## config.mk

```make
export PLATFORM = sky130hd
export DESIGN_NAME = led_flow_ctrl
export DESIGN_NICKNAME = d
export VERILOG_FILES = /design/src/rtl/led_flow_ctrl.sv
export SDC_FILE = /design/constraint.sdc
export NUM_CORES = 1
export LEC_CHECK = 0
export ABC_AREA = 1
export CORE_ASPECT_RATIO = 1.5
export CORE_UTILIZATION = 55
export CTS_BUF_LIST = sky130_fd_sc_hd__clkbuf_4
export DETAILED_ROUTE_END_ITERATION = 8
export DONT_BUFFER_PORTS = 1
export PLACE_DENSITY = 0.73
export SYNTH_ARGS = -nofsm -noshare
export SYNTH_HDL_FRONTEND = slang
export SYNTH_SLANG_ARGS = --single-unit
```

## constraint.sdc

```tcl
create_clock -name clk_i -period 1.7 [get_ports clk_i]
set_clock_uncertainty 0.2 [all_clocks]
set_input_delay 0.34 -clock clk_i [delete_from_list [all_inputs] [get_ports clk_i]]
set_output_delay 0.34 -clock clk_i [all_outputs]
set_load 0.1 [all_outputs]
```

## src/rtl/led_flow_ctrl.sv

```systemverilog
// Multi-channel LED pattern driver: blink-all, flow left/right and bounce, stepped every
// STEP_CYCLES clocks with a per-step on-time gate and a registered step pulse.
module led_flow_ctrl #(
    parameter int unsigned N_LED       = 4,
    parameter int unsigned STEP_CYCLES = 5_000_000,
    parameter int unsigned CNT_W       = 23
) (
    input  logic             clk_i,
    input  logic             rst_ni,
    input  logic             en_i,
    input  logic [1:0]       mode_i,
    input  logic [CNT_W-1:0] duty_i,
    output logic [N_LED-1:0] led_out_o,
    output logic             step_tick_o
);

    localparam int unsigned      PosW    = $clog2(N_LED);
    localparam logic [CNT_W-1:0] CntLast = CNT_W'(STEP_CYCLES - 1);
    localparam logic [PosW-1:0]  PosLast = PosW'(N_LED - 1);

    typedef enum logic [1:0] {
        ModeBlink  = 2'b00,
        ModeLeft   = 2'b01,
        ModeRight  = 2'b10,
        ModeBounce = 2'b11
    } mode_e;

    logic [CNT_W-1:0] cnt_q, cnt_d;
    logic [PosW-1:0]  pos_q, pos_d;
    logic             dir_q, dir_d;
    logic             ph_q, ph_d;
    mode_e            mode_q, mode_d;
    logic [N_LED-1:0] led_q, led_d;
    logic             tick_q, tick_d;

    logic             boundary;
    logic             led_on;
    logic [N_LED-1:0] pattern;
    logic [PosW-1:0]  pos_inc, pos_dec;
    mode_e            mode_in;

    always_comb begin
        boundary = (cnt_q == CntLast);
        led_on   = (cnt_q < duty_i);
        mode_in  = mode_e'(mode_i);
        pos_inc  = (pos_q == PosLast) ? '0 : pos_q + 1'b1;
        pos_dec  = (pos_q == '0) ? PosLast : pos_q - 1'b1;

        if (mode_q == ModeBlink) begin
            pattern = {N_LED{ph_q}};
        end else begin
            pattern = N_LED'(1) << pos_q;
        end

        cnt_d  = cnt_q;
        pos_d  = pos_q;
        dir_d  = dir_q;
        ph_d   = ph_q;
        mode_d = mode_q;
        led_d  = led_q;
        tick_d = 1'b0;

        if (en_i) begin
            cnt_d  = boundary ? '0 : cnt_q + 1'b1;
            led_d  = pattern & {N_LED{led_on}};
            tick_d = boundary;
            if (boundary) begin
                mode_d = mode_in;
                if (mode_in != mode_q) begin
                    unique case (mode_in)
                        ModeBlink:  ph_d = 1'b1;
                        ModeLeft:   pos_d = '0;
                        ModeRight:  pos_d = PosLast;
                        ModeBounce: begin
                            pos_d = '0;
                            dir_d = 1'b0;
                        end
                        default: ;
                    endcase
                end else begin
                    unique case (mode_q)
                        ModeBlink:  ph_d = ~ph_q;
                        ModeLeft:   pos_d = pos_inc;
                        ModeRight:  pos_d = pos_dec;
                        ModeBounce: begin
                            // Direction flips as soon as an end is reached, so ends show once.
                            if (!dir_q) begin
                                pos_d = pos_inc;
                                dir_d = (pos_inc == PosLast);
                            end else begin
                                pos_d = pos_dec;
                                dir_d = (pos_dec != '0);
                            end
                        end
                        default: ;
                    endcase
                end
            end
        end
    end

    always_ff @(posedge clk_i) begin
        if (!rst_ni) begin
            cnt_q  <= '0;
            pos_q  <= '0;
            dir_q  <= 1'b0;
            ph_q   <= 1'b0;
            mode_q <= ModeBlink;
            led_q  <= '0;
            tick_q <= 1'b0;
        end else begin
            cnt_q  <= cnt_d;
            pos_q  <= pos_d;
            dir_q  <= dir_d;
            ph_q   <= ph_d;
            mode_q <= mode_d;
            led_q  <= led_d;
            tick_q <= tick_d;
        end
    end

    assign led_out_o   = led_q;
    assign step_tick_o = tick_q;

endmodule

```

# ---- Yosys cells after proc, flatten, opt, wreduce, memory -nomap -nowiden
# Cells that the tools add are included.
dict set report word_totals {
  register_bits 34
  in_bits 28
}
dict set report op_classes {
  n_addsub 3
  n_lt_le_gt_ge 1
  eq_ne 13
  shifts 1
  mux 15
  bitwise_logic 2
  reduce_logical 13
}
# op n
set ops {}
lappend ops {{23-bit by 1-bit adder with 23-bit output (second input constant)} 1}
lappend ops {{23-bit == test (second input constant)} 1}
lappend ops {{23-bit less-than comparator} 1}
lappend ops {{23-bit two-way mux} 1}
lappend ops {{2-bit == test (second input constant)} 6}
lappend ops {{4-bit AND reduction} 3}
lappend ops {{2-bit two-way mux} 4}
lappend ops {{1-bit two-way mux} 7}
lappend ops {{2-bit zero test} 3}
lappend ops {{2-bit one-hot mux with 3 select lines} 1}
lappend ops {{2-bit nonzero test} 3}
lappend ops {{4-bit AND} 1}
lappend ops {{2-bit by 1-bit == test with 1-bit output (second input constant)} 2}
lappend ops {{4-bit two-way mux} 1}
lappend ops {{2-bit by 1-bit inequality test with 1-bit output (second input constant)} 2}
lappend ops {{2-bit one-hot mux with 2 select lines} 1}
lappend ops {{2-bit AND reduction} 2}
lappend ops {{4-bit nonzero test} 1}
lappend ops {{1-bit by 2-bit left shift with 4-bit output (first input constant)} 1}
lappend ops {{3-bit by 2-bit inequality test with 1-bit output (second input constant)} 1}
lappend ops {{2-bit by 1-bit adder with 2-bit output (second input constant)} 1}
lappend ops {{2-bit inequality test} 1}
lappend ops {{2-bit OR reduction} 1}
lappend ops {{2-bit by 1-bit subtractor with 2-bit output (second input constant)} 1}
lappend ops {{1-bit NOT} 1}

# ---- Depth between registers and ports, before layout
# Gate-level depths: netlist of the first run.
dict set report logic_depth {
  word_depth 6
  mapped_depth 11
  depth_no_buf 11
}

# ---- Worst setup path before layout of the first run
# OpenSTA, ideal clock, no wires.
dict set report synth_timing {
  path_type {flip-flop to flip-flop}
  from {register cnt_q[1]}
  to {register pos_q[1]}
  setup_ps 113
  arrival_ps 1272
  required_time_ps 1387
  slack_ps 116
  path_stages_with_launch 9
  path_buffers 0
  period_less_slack_ps 1584
  path_cell_list {dfxtp_1 ha_1 nand3_1 nor3_2 nand3_4 nor2_2 nand2_1 nand2_1 nor2_1}
}
dict set report synth_via {
  elab_chain_cells 2
}
# element line_no
set synth_lines {}
lappend synth_lines {{start, declared} 28} ;# logic [CNT_W-1:0] cnt_q, cnt_d;
lappend synth_lines {{start signal, assigned} 112} ;# cnt_q <= cnt_d;
lappend synth_lines {{23-bit == test} 43} ;# boundary = (cnt_q == CntLast);
lappend synth_lines {{4-bit AND reduction (no line)} --}
lappend synth_lines {{end signal, assigned} 113} ;# pos_q <= pos_d;
lappend synth_lines {{end, declared} 29} ;# logic [PosW-1:0] pos_q, pos_d;
# Every way passes these cells.
# A chain may end at the register's enable or synchronous reset.

# ---- Worst setup path in the final report of the first run
dict set report layout_timing {
  from {register cnt_q[1]}
  to {register cnt_q[15]}
}
dict set report layout_via {
  elab_chain_cells 2
}
# element line_no
set layout_lines {}
lappend layout_lines {{23-bit by 1-bit adder with 23-bit output / 23-bit == test (equally long branches)} {64, 43}}
lappend layout_lines {{23-bit two-way mux (*)} 64} ;# cnt_d = boundary ? '0 : cnt_q + 1'b1;
# Mark *: on every way between the ends. The rest lies on a longest branch, timed or not.

==> results of run 1 <==
==> cells by family (layout without fill, tap and decap cells) <==
| logic type | Yosys count | in the layout | share of synthesized area |
|---|---|---|---|
| compound gates | 36 | 36 | 0.07596 |
| xor+xnor | 9 | 9 | 0.03149 |
| fa+ha+maj | 28 | 28 | 0.1399 |
| buf+inv | 74 | 108 | 0.1174 |
| flops | 34 | 34 | 0.2719 |
| simple gates | 205 | 205 | 0.3633 |
==> final cells by class <==
| class | instances | area, um^2 | area share |
|---|---|---|---|
| multi-input cells | 278 | 1745 | 0.5664 |
| flip-flops and latches | 34 | 713.2 | 0.2314 |
| inverters | 71 | 266.5 | 0.08648 |
| repair buffers | 30 | 251.5 | 0.08161 |
| well taps | 46 | 57.56 | 0.01868 |
| clock buffers | 5 | 37.54 | 0.01218 |
| clock inverters | 2 | 10.01 | 0.003248 |
==> critical path, cell delays in order (launching register included) <==
cell,delay [ns]
sky130_fd_sc_hd__dfxtp_4,0.38
sky130_fd_sc_hd__ha_4,0.15
sky130_fd_sc_hd__nand3_4,0.09
sky130_fd_sc_hd__nor3_4,0.22
sky130_fd_sc_hd__nand3_4,0.16
sky130_fd_sc_hd__nand2_8,0.12
sky130_fd_sc_hd__inv_2,0.08
sky130_fd_sc_hd__o21ai_0,0.08
sky130_fd_sc_hd__a21oi_1,0.06
==> flip-flops by register name, summed over array words and instances (netlist names) <==
name,flops
cnt_q,23
dir_q,1
led_out_o,4
mode_q,2
ph_q,1
pos_q,2
step_tick_o,1
==> synthesized netlist by cell type, drive strengths merged (2+ instances only) <==
library cell	count	area (um^2)
buf	3	27.52
a21oi	26	130.1
xnor2	6	52.55
nor3	13	91.34
inv	70	262.8
dfxtp	34	680.7
ha	28	350.3
xor2	3	26.28
nand3	12	77.58
nand2	96	372.8
nand3b	2	15.01
nand4	10	62.56
o21ai	6	30.02
nor2	69	271.5
==> path summary, 6_finish.rpt <==
kind                                             from                     end  slack, ns  cells after the start
worst max-delay path            cnt_q[1]$_SDFFE_PN0P_  cnt_q[15]$_SDFFE_PN0P_       0.06                      8
worst min-delay path                             en_i   cnt_q[3]$_SDFFE_PN0P_       0.02                      2
worst max register to register  cnt_q[1]$_SDFFE_PN0P_  cnt_q[15]$_SDFFE_PN0P_       0.06                      8
worst min register to register      ph_q$_SDFFE_PN0P_       ph_q$_SDFFE_PN0P_       0.32                      2
==> metal layers <==
metal  vias up  share of wire  global-route usage
li1       1275              -                   -
met1      1059           0.44              0.2605
met2        49           0.52              0.4171
met3         9          0.026             0.03852
met4         0          0.019             0.07317
met5         -              0                   0
==> power groups by stage <==
stage | clock network [mW] | registers, mW | logic [mW]
2_1_floorplan | 0 | 0.822 | 0.0846
3_3_place_gp | 0 | 0.821 | 0.107
3_5_place_dp | 0 | 0.821 | 0.111
4_1_cts | 0.427 | 0.805 | 0.124
5_1_grt | 0.466 | 0.800 | 0.176
6_report | 0.416 | 0.799 | 0.156
==> timing repair <==
action,CTS,global route
setup endpoints to repair,23,30
gates resized for setup,13,51
hold endpoints to repair,10,1
pin swaps,3,23
hold buffers,3,1
setup buffers,1,8
==> impl_metrics.xml, run 1 <==
<?xml version="1.0" encoding="UTF-8"?>
<metrics>
  <group name="clock_network">
    <metric name="cts_tree" unit="">yes</metric>
    <metric name="cts_root_buf" unit="">sky130_fd_sc_hd__clkbuf_4</metric>
    <metric name="tritoncts_num_sinks" unit="">34</metric>
    <metric name="numCtsBuffers" unit="">5</metric>
    <metric name="worst_setup_hold_path_clk_slew" unit="ns">0.10</metric>
    <metric name="cts.htree.levels" unit="">2</metric>
    <metric name="worst_skew_pair.late_latency" unit="ns">0.33</metric>
    <metric name="cts-root-to-sink-buffers" unit="">2</metric>
  </group>
  <group name="synthesis">
    <metric name="yosys_warnings" unit="">0</metric>
    <metric name="top_ff_cell_synth" unit="">sky130_fd_sc_hd__dfxtp_1</metric>
    <metric name="ys_seq_elements" unit="">34</metric>
    <metric name="synth_area_per_cell" unit="um^2">6.486</metric>
    <metric name="synthesis.area" unit="mm^2">0.002504</metric>
    <metric name="synth_edf_count" unit="">0</metric>
    <metric name="seq_area_frac_synth" unit="">0.2719</metric>
    <metric name="synth.net_count" unit="">442</metric>
    <metric name="post_synth_inst_count" unit="">386</metric>
    <metric name="yosysUniqueCellTypes" unit="">32</metric>
    <metric name="ys_async_sr_fraction" unit="">0</metric>
  </group>
  <group name="global_route">
    <metric name="grt_antenna_before_repair" unit="">0</metric>
    <metric name="via_count_of_the_first_global_routing_pass" unit="">2083</metric>
    <metric name="grt-ovfl-total" unit="">0</metric>
    <metric name="grtUsageTotal" unit="">0.2272</metric>
    <metric name="first_pass_grt_wire_length" unit="mm">8.645</metric>
    <metric name="maximum_number_of_pins_on_one_net_before_global_route_repair" unit="">14</metric>
  </group>
  <group name="detailed_routing">
    <metric name="routedWlPerCell" unit="um">11.66</metric>
    <metric name="avgViaCountPerCell" unit="">5.133</metric>
    <metric name="vias" unit="">2392</metric>
    <metric name="dr.pass1.iters" unit="">7</metric>
    <metric name="drtAntennaViolNets" unit="">0</metric>
    <metric name="residual_drc" unit="">4</metric>
    <metric name="initialDrtViolationCount" unit="">60</metric>
    <metric name="detail_route.wirelength" unit="mm">5.435</metric>
  </group>
  <group name="timing">
    <metric name="rsz_0062_raised_after_global_routing" unit="">yes</metric>
    <metric name="fmax_achieved" unit="MHz">611.6</metric>
    <metric name="setup_ws" unit="ns">0.06487</metric>
    <metric name="finalSetupViolations" unit="">0</metric>
    <metric name="report.final.slew_viol_count" unit="">0</metric>
    <metric name="final.min_clock_period" unit="ns">1.635</metric>
    <metric name="hold_slack" unit="ns">0.01921</metric>
    <metric name="hold_viol_final" unit="">0</metric>
    <metric name="setup_total_negative_slack" unit="ns">0</metric>
    <metric name="relSlewSlack" unit="">0.7504</metric>
    <metric name="timing_worst_slew_pin_value" unit="ns">0.3732</metric>
    <metric name="layout_worst_path_cycle_share" unit="">0.9618</metric>
  </group>
  <group name="die">
    <metric name="die-width" unit="um">57.09</metric>
    <metric name="core_region_area" unit="mm^2">0.004282</metric>
    <metric name="rows" unit="">29</metric>
    <metric name="die_area" unit="mm^2">0.004832</metric>
    <metric name="initial_core_util" unit="">0.5847</metric>
    <metric name="floorplan.die.height" unit="um">84.63</metric>
    <metric name="floorplan.io_pins" unit="">33</metric>
  </group>
  <group name="layout">
    <metric name="finish.net_count" unit="">476</metric>
    <metric name="layout.cells.non_filler" unit="">466</metric>
    <metric name="final_core_util" unit="">0.7198</metric>
    <metric name="nFillCells" unit="">373</metric>
    <metric name="n_antenna_cell" unit="">0</metric>
    <metric name="layout.cell_area.non_filler" unit="mm^2">0.003082</metric>
    <metric name="mostFrequentLayoutCells" unit="">sky130_fd_sc_hd__nand2_1, sky130_fd_sc_hd__inv_1, sky130_fd_sc_hd__nor2_1</metric>
    <metric name="drive_above_1_share" unit="">0.2333</metric>
    <metric name="most_frequent_standard_cell_in_the_layout_excluding_fill_and_tap_cells" unit="">sky130_fd_sc_hd__nand2_1</metric>
    <metric name="flow.area_growth_from_synthesis" unit="%">23.09</metric>
  </group>
  <group name="min_path">
    <metric name="hold_path.class" unit="">in -&gt; reg</metric>
  </group>
  <group name="placed_design">
    <metric name="dpl.hpwl" unit="mm">4.226</metric>
    <metric name="placedInstanceArea" unit="mm^2">0.002674</metric>
    <metric name="io_buffer_count" unit="">0</metric>
    <metric name="post-place-cells" unit="">446</metric>
    <metric name="place_congestion" unit="">0.8752</metric>
    <metric name="place_ws" unit="ns">-0.1030</metric>
  </group>
  <group name="worst_setup_path">
    <metric name="setup.worst_path.start_class" unit="">register</metric>
    <metric name="path_class" unit="">reg -&gt; reg</metric>
    <metric name="cp_data_required_time" unit="ns">1.73</metric>
    <metric name="arrival_time_of_the_worst_setup_path" unit="ns">1.67</metric>
    <metric name="endpoint_kind" unit="">register</metric>
    <metric name="crit_path_max_fanout" unit="">6</metric>
  </group>
  <group name="run_status">
    <metric name="failed_checks" unit="">design-rule violations</metric>
    <metric name="run_status" unit="">complete, but fails checks</metric>
  </group>
  <group name="pwr">
    <metric name="ir_worst_vdd" unit="uV">410.6</metric>
    <metric name="power_report.internal_total" unit="mW">1.014</metric>
    <metric name="total_power" unit="mW">1.371</metric>
    <metric name="switchingPower" unit="mW">0.3570</metric>
    <metric name="switching_share" unit="">0.2604</metric>
    <metric name="pwr-share-clk" unit="">0.303</metric>
    <metric name="p_leak" unit="nW">1.461</metric>
    <metric name="powerDensity" unit="mW/mm^2">444.8</metric>
    <metric name="sequential_cell_fraction_of_total_power" unit="">0.583</metric>
    <metric name="power.share.combinational" unit="">0.114</metric>
  </group>
  <group name="run">
    <metric name="cap_violations" unit="">0</metric>
  </group>
</metrics>
(Power assumes the default switching activity.)
==> run 2, diff against run 1 <==
Clock period 1.7 ns to 1.5 ns, I/O delays scaled along.
==> impl_metrics.xml, run 2 (same netlist as run 1, synthesis figures left out) <==
<?xml version="1.0" encoding="UTF-8"?>
<metrics>
  <group name="min_path">
    <metric name="hold-path-cell-count" unit="">2</metric>
    <metric name="hold_path.class" unit="">in -&gt; reg</metric>
    <metric name="hold_end" unit="">pos_q[0]$_SDFFE_PN0P_</metric>
    <metric name="hold_start" unit="">rst_ni</metric>
  </group>
  <group name="layout">
    <metric name="flow.area_growth_from_synthesis" unit="%">41.58</metric>
    <metric name="final_core_util" unit="">0.8279</metric>
    <metric name="most_frequent_standard_cell_in_the_layout_excluding_fill_and_tap_cells" unit="">sky130_fd_sc_hd__nand2_1</metric>
    <metric name="layout.cell_area.non_filler" unit="mm^2">0.003545</metric>
    <metric name="drive_above_1_share" unit="">0.3311</metric>
    <metric name="finish.net_count" unit="">505</metric>
    <metric name="layout.cells.non_filler" unit="">496</metric>
    <metric name="mostFrequentLayoutCells" unit="">sky130_fd_sc_hd__nand2_1, sky130_fd_sc_hd__inv_1, sky130_fd_sc_hd__nor2_1</metric>
    <metric name="n_antenna_cell" unit="">0</metric>
    <metric name="largest_register_ffs" unit="">23</metric>
    <metric name="regMostFlops" unit="">cnt_q</metric>
  </group>
  <group name="clock_network">
    <metric name="cts_root_buf" unit="">sky130_fd_sc_hd__clkbuf_4</metric>
    <metric name="worst_skew_pair.late_latency" unit="ns">0.34</metric>
    <metric name="worst_setup_hold_path_clk_slew" unit="ns">0.11</metric>
    <metric name="tritoncts_num_sinks" unit="">34</metric>
    <metric name="postCtsHoldBufs" unit="">3</metric>
    <metric name="cts.htree.levels" unit="">2</metric>
    <metric name="cts_tree" unit="">yes</metric>
    <metric name="cts-root-to-sink-buffers" unit="">2</metric>
    <metric name="numCtsBuffers" unit="">5</metric>
  </group>
  <group name="pwr">
    <metric name="switchingPower" unit="mW">0.4321</metric>
    <metric name="total_power" unit="mW">1.804</metric>
    <metric name="power_report.internal_total" unit="mW">1.372</metric>
    <metric name="power.share.combinational" unit="">0.102</metric>
    <metric name="p_leak" unit="nW">1.694</metric>
    <metric name="pwr-share-clk" unit="">0.394</metric>
    <metric name="ir_worst_vdd" unit="uV">545.6</metric>
    <metric name="switching_share" unit="">0.2396</metric>
    <metric name="sequential_cell_fraction_of_total_power" unit="">0.504</metric>
    <metric name="powerDensity" unit="mW/mm^2">508.8</metric>
  </group>
  <group name="detailed_routing">
    <metric name="residual_drc" unit="">4</metric>
    <metric name="detail_route.wirelength" unit="mm">6.957</metric>
    <metric name="avgViaCountPerCell" unit="">5.339</metric>
    <metric name="vias" unit="">2648</metric>
    <metric name="routedWlPerCell" unit="um">14.03</metric>
    <metric name="drtAntennaViolNets" unit="">0</metric>
    <metric name="dr.pass1.iters" unit="">6</metric>
    <metric name="initialDrtViolationCount" unit="">76</metric>
  </group>
  <group name="run_status">
    <metric name="run_status" unit="">complete, but fails checks</metric>
    <metric name="failed_checks" unit="">design-rule violations, negative hold slack, negative setup slack</metric>
  </group>
  <group name="placed_design">
    <metric name="place_ws" unit="ns">-0.2786</metric>
    <metric name="place_congestion" unit="">0.8548</metric>
    <metric name="placedInstanceArea" unit="mm^2">0.002993</metric>
    <metric name="io_buffer_count" unit="">0</metric>
    <metric name="dpl.hpwl" unit="mm">4.710</metric>
    <metric name="post-place-cells" unit="">477</metric>
  </group>
  <group name="global_route">
    <metric name="via_count_of_the_first_global_routing_pass" unit="">2522</metric>
    <metric name="grtUsageTotal" unit="">0.2761</metric>
    <metric name="grt-ovfl-total" unit="">0</metric>
    <metric name="grt_antenna_before_repair" unit="">0</metric>
    <metric name="maximum_number_of_pins_on_one_net_before_global_route_repair" unit="">14</metric>
    <metric name="first_pass_grt_wire_length" unit="mm">10.45</metric>
  </group>
  <group name="timing">
    <metric name="finalSetupViolations" unit="">32</metric>
    <metric name="relSlewSlack" unit="">0.8283</metric>
    <metric name="hold_viol_final" unit="">5</metric>
    <metric name="timing_worst_slew_pin_value" unit="ns">0.2567</metric>
    <metric name="final.min_clock_period" unit="ns">1.692</metric>
    <metric name="report.final.slew_viol_count" unit="">0</metric>
    <metric name="rsz_0062_raised_after_global_routing" unit="">yes</metric>
    <metric name="layout_worst_path_cycle_share" unit="">1.128</metric>
    <metric name="fmax_achieved" unit="MHz">590.9</metric>
    <metric name="setup_total_negative_slack" unit="ns">-4.950</metric>
    <metric name="hold_slack" unit="ns">-0.1316</metric>
    <metric name="setup_ws" unit="ns">-0.1923</metric>
  </group>
  <group name="worst_setup_path">
    <metric name="setup.worst_path.start_class" unit="">register</metric>
    <metric name="crit_start" unit="">cnt_q[0]$_SDFFE_PN0P_</metric>
    <metric name="arrival_time_of_the_worst_setup_path" unit="ns">1.74</metric>
    <metric name="reg2reg_from" unit="">cnt_q[0]$_SDFFE_PN0P_</metric>
    <metric name="cp_data_required_time" unit="ns">1.54</metric>
    <metric name="crit_path_max_fanout" unit="">7</metric>
    <metric name="r2r_setup_slack" unit="ns">-0.19</metric>
    <metric name="timing.reg2reg.worst_path_depth" unit="">7</metric>
    <metric name="endpoint_kind" unit="">register</metric>
    <metric name="path_class" unit="">reg -&gt; reg</metric>
    <metric name="worstReg2RegEnd" unit="">cnt_q[9]$_SDFFE_PN0P_</metric>
  </group>
  <group name="die">
    <metric name="floorplan.die.height" unit="um">84.63</metric>
    <metric name="core_region_area" unit="mm^2">0.004282</metric>
    <metric name="die-width" unit="um">57.09</metric>
    <metric name="die_area" unit="mm^2">0.004832</metric>
    <metric name="floorplan.io_pins" unit="">33</metric>
    <metric name="rows" unit="">29</metric>
    <metric name="initial_core_util" unit="">0.5847</metric>
  </group>
  <group name="run">
    <metric name="cap_violations" unit="">0</metric>
  </group>
</metrics>
## run 2: worst max-delay path, cell delays in order (launching register included)
cell                      delay (ns)
sky130_fd_sc_hd__dfxtp_4        0.39
sky130_fd_sc_hd__ha_4           0.16
sky130_fd_sc_hd__nand3_4        0.10
sky130_fd_sc_hd__nor3_4         0.18
sky130_fd_sc_hd__nand3_4        0.19
sky130_fd_sc_hd__nand2_8        0.18
sky130_fd_sc_hd__buf_6          0.14
sky130_fd_sc_hd__nor3_2         0.03
## run 2: area by class of cell
| type | count | area [um^2] |
|---|---|---|
| repair buffers | 59 | 534.3 |
| multi-input cells | 278 | 1884 |
| flip-flops and latches | 34 | 711.9 |
| clock buffers | 7 | 52.55 |
| fillers | 276 | 737.0 |
| clock inverters | 1 | 30.03 |
| well taps | 46 | 57.56 |
| inverters | 71 | 274.0 |
## run 2: repair_timing
| action | in CTS | in global routing |
|---|---|---|
| gates resized for setup | 56 | 40 |
| setup endpoints to repair | 30 | 34 |
| setup buffers | 6 | 3 |
| hold endpoints to repair | 16 | 6 |
| pin swaps | 22 | 17 |
## run 2: routing by layer
| layer | global-route usage | vias to the layer above | wire (um) |
|---|---|---|---|
| li1 | - | 1333 | - |
| met1 | 0.2886 | 1221 | 2689 |
| met2 | 0.5358 | 76 | 3871 |
| met3 | 0.05085 | 18 | 229 |
| met4 | 0.08869 | 0 | 167 |
| met5 | 0 | - | 0 |
## run 2: power groups by stage
stage	sequential, mW	clock (mW)	combinational, mW
finish	0.909	0.710	0.185
global route	0.910	0.759	0.206
CTS	0.910	0.721	0.168
detailed placement	0.936	0	0.127
global placement	0.936	0	0.120
floorplan	0.935	0	0.0993
## run 2: worst max path at each step
stage                                end
6_report           cnt_q[9]$_SDFFE_PN0P_
2_1_floorplan      cnt_q[3]$_SDFFE_PN0P_
4_1_cts        led_out_o[2]$_SDFFE_PN0P_
3_5_place_dp   led_out_o[2]$_SDFFE_PN0P_
5_1_grt           cnt_q[22]$_SDFFE_PN0P_
3_3_place_gp      cnt_q[10]$_SDFFE_PN0P_
